## src/rtl/fetch_pkg.sv

```systemverilog
// Shared definitions for the instruction fetch controller: state encoding,
// IF/ID update selectors, the default bubble word and small PC helpers.
package fetch_pkg;

  localparam logic [1:0] ST_BOOT  = 2'd0;
  localparam logic [1:0] ST_REQ   = 2'd1;
  localparam logic [1:0] ST_DRAIN = 2'd2;
  localparam logic [1:0] ST_HOLD  = 2'd3;

  // Selects what the IF/ID register captures on the next rising edge
  localparam logic [1:0] IFID_KEEP   = 2'd0;
  localparam logic [1:0] IFID_BUBBLE = 2'd1;
  localparam logic [1:0] IFID_MEM    = 2'd2;
  localparam logic [1:0] IFID_BUF    = 2'd3;

  localparam logic [31:0] FETCH_NOP = 32'h0000_0000;

  function automatic logic [31:0] pc_align(input logic [31:0] addr);
    return {addr[31:2], 2'b00};
  endfunction

  // Sequential increment; natural 32-bit overflow gives the required wrap
  function automatic logic [31:0] pc_inc(input logic [31:0] addr);
    return addr + 32'd4;
  endfunction

endpackage

```

## src/rtl/fetch_buf.sv

```systemverilog
// One-entry holding buffer for a fetched {instruction, next-PC} pair that
// arrived while decode was stalled.
module fetch_buf (
  input  logic        clk,
  input  logic        clear,
  input  logic        load,
  input  logic [63:0] load_data,
  output logic [63:0] data,
  output logic        valid
);

  // Clear wins over load so a redirect always discards a pending entry
  always_ff @(posedge clk) begin
    if (clear) begin
      data  <= 64'd0;
      valid <= 1'b0;
    end else if (load) begin
      data  <= load_data;
      valid <= 1'b1;
    end
  end

endmodule

```

## src/rtl/fetch_ctrl.sv

```systemverilog
// Instruction fetch controller: issues IMEM requests, tolerates arbitrary
// ACK latency, and feeds the IF/ID register with stall, flush and redirect handling.
module fetch_ctrl
  import fetch_pkg::*;
#(
  parameter logic [31:0] RESET_PC  = 32'h0000_0000,
  parameter logic [31:0] NOP_INSTR = FETCH_NOP
) (
  input  logic        CLK,
  input  logic        RST,
  input  logic        EX_MEM_PCSrc,
  input  logic [31:0] EX_MEM_NPC,
  input  logic        ID_STALL,
  input  logic        IMEM_ACK,
  input  logic [31:0] IMEM_RDATA,
  output logic        IMEM_REQ,
  output logic [31:0] IMEM_ADDR,
  output logic [31:0] PC,
  output logic [31:0] IF_ID_INSTR,
  output logic [31:0] IF_ID_NPC,
  output logic        IF_ID_VALID
);

  logic [1:0]  state;
  logic [1:0]  state_next;
  logic [31:0] pc_q;
  logic [31:0] pc_next;
  logic [31:0] addr_q;
  logic [31:0] pc_plus4;
  logic [1:0]  ifid_op;
  logic        buf_load;
  logic        buf_clear;
  logic [63:0] buf_data;
  logic        buf_valid;

  assign pc_plus4 = pc_inc(pc_q);

  fetch_buf u_buf (
    .clk       (CLK),
    .clear     (RST | buf_clear),
    .load      (buf_load),
    .load_data ({IMEM_RDATA, pc_plus4}),
    .data      (buf_data),
    .valid     (buf_valid)
  );

  // Next-state, PC and IF/ID selection; a redirect overrides everything else
  always_comb begin
    state_next = state;
    pc_next    = pc_q;
    ifid_op    = IFID_KEEP;
    buf_load   = 1'b0;
    buf_clear  = 1'b0;
    if (EX_MEM_PCSrc) begin
      pc_next   = pc_align(EX_MEM_NPC);
      ifid_op   = IFID_BUBBLE;
      buf_clear = 1'b1;
      case (state)
        ST_REQ:   state_next = IMEM_ACK ? ST_REQ : ST_DRAIN;
        ST_DRAIN: state_next = ST_DRAIN;
        default:  state_next = ST_REQ;
      endcase
    end else begin
      case (state)
        ST_BOOT: begin
          state_next = ST_REQ;
          if (!ID_STALL) ifid_op = IFID_BUBBLE;
        end
        ST_REQ: begin
          if (IMEM_ACK) begin
            pc_next = pc_plus4;
            if (ID_STALL) begin
              buf_load   = 1'b1;
              state_next = ST_HOLD;
            end else begin
              ifid_op = IFID_MEM;
            end
          end else if (!ID_STALL) begin
            ifid_op = IFID_BUBBLE;
          end
        end
        ST_DRAIN: begin
          // The returning word belongs to the abandoned path and is dropped
          if (IMEM_ACK) state_next = ST_REQ;
          if (!ID_STALL) ifid_op = IFID_BUBBLE;
        end
        default: begin
          if (!ID_STALL) begin
            ifid_op    = IFID_BUF;
            buf_clear  = 1'b1;
            state_next = ST_REQ;
          end
        end
      endcase
    end
  end

  // DRAIN must keep presenting the old address until memory answers it
  always_ff @(posedge CLK) begin
    if (RST) begin
      state  <= ST_BOOT;
      pc_q   <= RESET_PC;
      addr_q <= RESET_PC;
    end else begin
      state <= state_next;
      pc_q  <= pc_next;
      if (state_next != ST_DRAIN) addr_q <= pc_next;
    end
  end

  always_ff @(posedge CLK) begin
    if (RST) begin
      IF_ID_INSTR <= NOP_INSTR;
      IF_ID_NPC   <= 32'd0;
      IF_ID_VALID <= 1'b0;
    end else begin
      case (ifid_op)
        IFID_BUBBLE: begin
          IF_ID_INSTR <= NOP_INSTR;
          IF_ID_NPC   <= 32'd0;
          IF_ID_VALID <= 1'b0;
        end
        IFID_MEM: begin
          IF_ID_INSTR <= IMEM_RDATA;
          IF_ID_NPC   <= pc_plus4;
          IF_ID_VALID <= 1'b1;
        end
        IFID_BUF: begin
          IF_ID_INSTR <= buf_data[63:32];
          IF_ID_NPC   <= buf_data[31:0];
          IF_ID_VALID <= buf_valid;
        end
        default: ;
      endcase
    end
  end

  assign IMEM_REQ  = (state == ST_REQ) || (state == ST_DRAIN);
  assign IMEM_ADDR = addr_q;
  assign PC        = pc_q;

endmodule

```

## config.mk

```make
export PLATFORM = sky130hd
export DESIGN_NAME = fetch_ctrl
export DESIGN_NICKNAME = d
export VERILOG_FILES = /design/src/rtl/fetch_pkg.sv /design/src/rtl/fetch_buf.sv /design/src/rtl/fetch_ctrl.sv
export SDC_FILE = /design/constraint.sdc
export NUM_CORES = 1
export LEC_CHECK = 0
export BUFFER_PORTS_ARGS = -buffer_cell sky130_fd_sc_hd__buf_2
export CAP_MARGIN = 15
export CORE_AREA = 5 5 109 163
export DETAILED_ROUTE_END_ITERATION = 8
export DIE_AREA = 0 0 114 168
export GPL_ROUTABILITY_DRIVEN = 0
export GPL_TIMING_DRIVEN = 0
export PLACE_DENSITY = 0.77
export SLEW_MARGIN = 30
export SYNTH_ARGS = -nofsm -noshare
export SYNTH_HDL_FRONTEND = slang
export SYNTH_SLANG_ARGS = --single-unit
```

## constraint.sdc

```tcl
create_clock -name CLK -period 3 [get_ports CLK]
set_input_delay 0.9 -clock CLK [delete_from_list [all_inputs] [get_ports CLK]]
set_output_delay 0.9 -clock CLK [all_outputs]
set_load 0.01 [all_outputs]
```

==> run_results.csv <==
group,metric,value,unit
setup_path,critPathTopFamily,"buffers and inverters",
min_path,min_path_type,"reg2reg",
yosys,ys.flop_type,"dfxtp_1",
pwr,peakVddDrop,366,uV
sta,fin_crit_sh,93.6,%
yosys,synthTopCellsByCount,"dfxtp_1, nand2_1, nor2_1, a21oi_1, clkbuf_1",
cts,htreeDepth,4,
die,die_h,168,um
setup_path,crit_cells,10,
die,ios,199,
setup_path,cp_max_fo,10,
cts,clock_path_buffers,2,
route,num_vias,8044,
setup_path,crit_top_cell,"buf_2",
grt,grt_max_degree,19,
sta,rsz0062_at_grt,"false",
grt,grt_use_total,26.0,%
route,drc_errors,0,
yosys,synth_area,8580,um^2
pwr,p_per_area,549,nW/um^2
setup_path,endpoint_kind,"register",
sta,hold_viol_final,0,
yosys,seq_area_frac_synth,45.7,%
route,drtIter0Drc,567,
final_layout,fill_cells,1444,
yosys,synth_top_cell_by_area,"dfxtp_1",
yosys,synth-edff-count,0,
setup_path,crit_arrival,3.15,ns
yosys,ys_warn_count,0,
yosys,synthTopCellsByArea,"dfxtp_1, nand2_1, nor2_1",
die,dieArea,19200,um^2
final_layout,synthToLayoutAreaGrowth,21.6,%
cts,cts_made_buffers,17,
grt,grt-ovfl-total,0,
route,via_per_inst,5.49,
final_layout,drive_above_1_share,21.0,%
pwr,p_total,0.00572,W
setup_path,crit_buf_inv,4,
route,drt_pass1_iterations,5,
die,core_area,16000,um^2
die,rows,57,
sta,maxSlewViolCount,0,
grt,antenna_found_initial,1,
grt,grt_pass1_vias,8041,
sta,post-route-min-period,2.81,ns
setup_path,cpMaxStageDelayCell,"clkbuf_1",
yosys,synth_most_common_cell,"dfxtp_1",
cts,clock_latency,0.44,ns
setup_path,worst_setup_path_start_kind,"register",
cts,clock-sinks,196,
setup_path,required,3.35,ns
yosys,synth.avg_cell_area,8.31,um^2
yosys,synthArstFlopShare,0,%
setup_path,timing.rr.end,"IF_ID_NPC[28]",
setup_path,ff2ff_setup_slack,0.19,ns
die,die_w,114,um
route,final_antenna_net_count,0,
sta,worst_slew_pin_slew,0.859,ns
yosys,yosys_register_bits,196,
sta,setup_viol,0,
cts,cts_root_buffer,"clkbuf_16",
yosys,syn_inst,1032,
cts,path_clk_slew,0.07,ns
setup_path,startpoint,"state[1]",
job,drv_cap,0,
place,hpwlAfterDp,19400,um
cts,cts_hold_buf,0,
setup_path,critPathKind,"reg2reg",
setup_path,cp-endpoint,"IF_ID_NPC[28]",
setup_path,timing.reg2reg.worst_path_depth,10,
sta,clock_skew,0.0151,ns
setup_path,r2r_start,"state[1]",
final_layout,final_nets,1318,
grt,grt_pass1_wl,40200,um
yosys,synth_cell_types,53,
route,wl,25400,um
cts,cts_tree,"done",
sta,fmax,0.356,GHz
place,port_buffers,193,
outcome,status,"finished, final reports clean",
setup_path,cpPeakStageDelay,0.48,ns
pwr,p_leak,4.21,nW
yosys,synth.top_cell.area_share,45.7,%
setup_path,worstPathCellList,"inv_1 > ha_1 > buf_2 > and2_1 > clkbuf_1 > o21ai_4 > nor2_2 > buf_2 > a22oi_1 > o22ai_1",
sta,max_slew_margin,42.2,%
die,initial_core_util,53.5,%
route,wire_per_inst,17.3,um
yosys,synthesis.nets,1106,
sta,timing.hold.ws,0.446,ns
[repair_timing]
action,CTS,global route
endpoints found under the setup margin,19,25
cloned,0,0
resized for setup,2,5
buffers inserted,0,0
[worst min path at each step]
stage,start,depth (start not counted),endpoint
after detailed placement,IF_ID_NPC[11],1,IF_ID_NPC[11]
final,IF_ID_NPC[11],1,IF_ID_NPC[11]
after CTS,IF_ID_NPC[11],1,IF_ID_NPC[11]
after global placement,IF_ID_NPC[11],1,IF_ID_NPC[11]
after floorplan,u_buf.data[0],2,u_buf.data[0]
after global routing,IF_ID_NPC[11],1,IF_ID_NPC[11]
[metal layers]
layer  share of wire (%)  GRT usage [%]
met2                  52           47.8
met5                   0              0
met4                 4.1           11.7
met3                 6.5           5.06
met1                  37           28.3
[where the power goes]
part           switching [W]  total (W)  internal [W]  leakage [nW]
combinational       0.000437   0.000691      0.000254          2.32
clock                0.00107    0.00229       0.00122         0.294
sequential         0.0000653    0.00274       0.00267          1.59
total                0.00157    0.00572       0.00415          4.21
[sequential cells by signal, indices dropped and copies added (netlist names)]
register	flops
IF_ID_INSTR	32
IF_ID_NPC	32
IF_ID_VALID	1
IMEM_ADDR	32
PC	32
state	2
u_buf.data	64
u_buf.valid	1
[per-stage QoR]
stage	instances	setup WS, ns	util, %	setup TNS (ns)	instance area [um^2]
2_1_floorplan	1032	0.468	-	0	8580
3_3_place_gp	1431	-0.489	61.1	-14.10	9800
3_5_place_dp	1431	-0.476	61.1	-13.86	9810
4_1_cts	1463	0.0563	64.9	0	10400
5_1_grt	1464	0.0541	65.0	0	10400
6_report	1464	0.192	65.0	0	10400
[placed cells by master, fill, tap and decap left out, types with 6 or more instances in the layout]
master,instances
a211oi_1,24
a21o_1,6
a21oi_1,109
a22oi_1,15
and2_1,16
and3_1,7
and4_1,6
buf_1,10
buf_2,211
clkbuf_1,52
clkbuf_16,17
dfxtp_1,196
inv_1,8
mux2i_1,38
nand2_1,149
nand2b_1,8
nand3_1,23
nand4_1,14
nor2_1,146
nor3_1,16
nor4_1,7
o211a_1,8
o211ai_1,12
o21ai_0,20
o22ai_1,16
xnor2_1,36
xor2_1,19
[final cells by class]
type | count | area [um^2] | share of cell area, %
Multi-Input combinational cell | 743 | 4300 | 41.2
Sequential cell | 196 | 3920 | 37.6
Timing Repair Buffer | 193 | 966 | 9.26
Clock buffer | 19 | 453 | 4.34
Buffer | 84 | 350 | 3.36
Tap cell | 206 | 258 | 2.47
Clock inverter | 13 | 141 | 1.36
Inverter | 9 | 33.8 | 0.324
Antenna cell | 1 | 2.50 | 0.0240
[logic make-up after synthesis]
group / synth area share, %
and+or+nand+nor: 21.6
AOI/OAI and AO/OA: 17.2
DFF: 45.7
buffers and inverters: 4.46
xor gates and xnor gates: 5.81
muxes: 4.43
adders and majority gates: 0.729
Note: power is estimated with default switching activity, not from simulation.
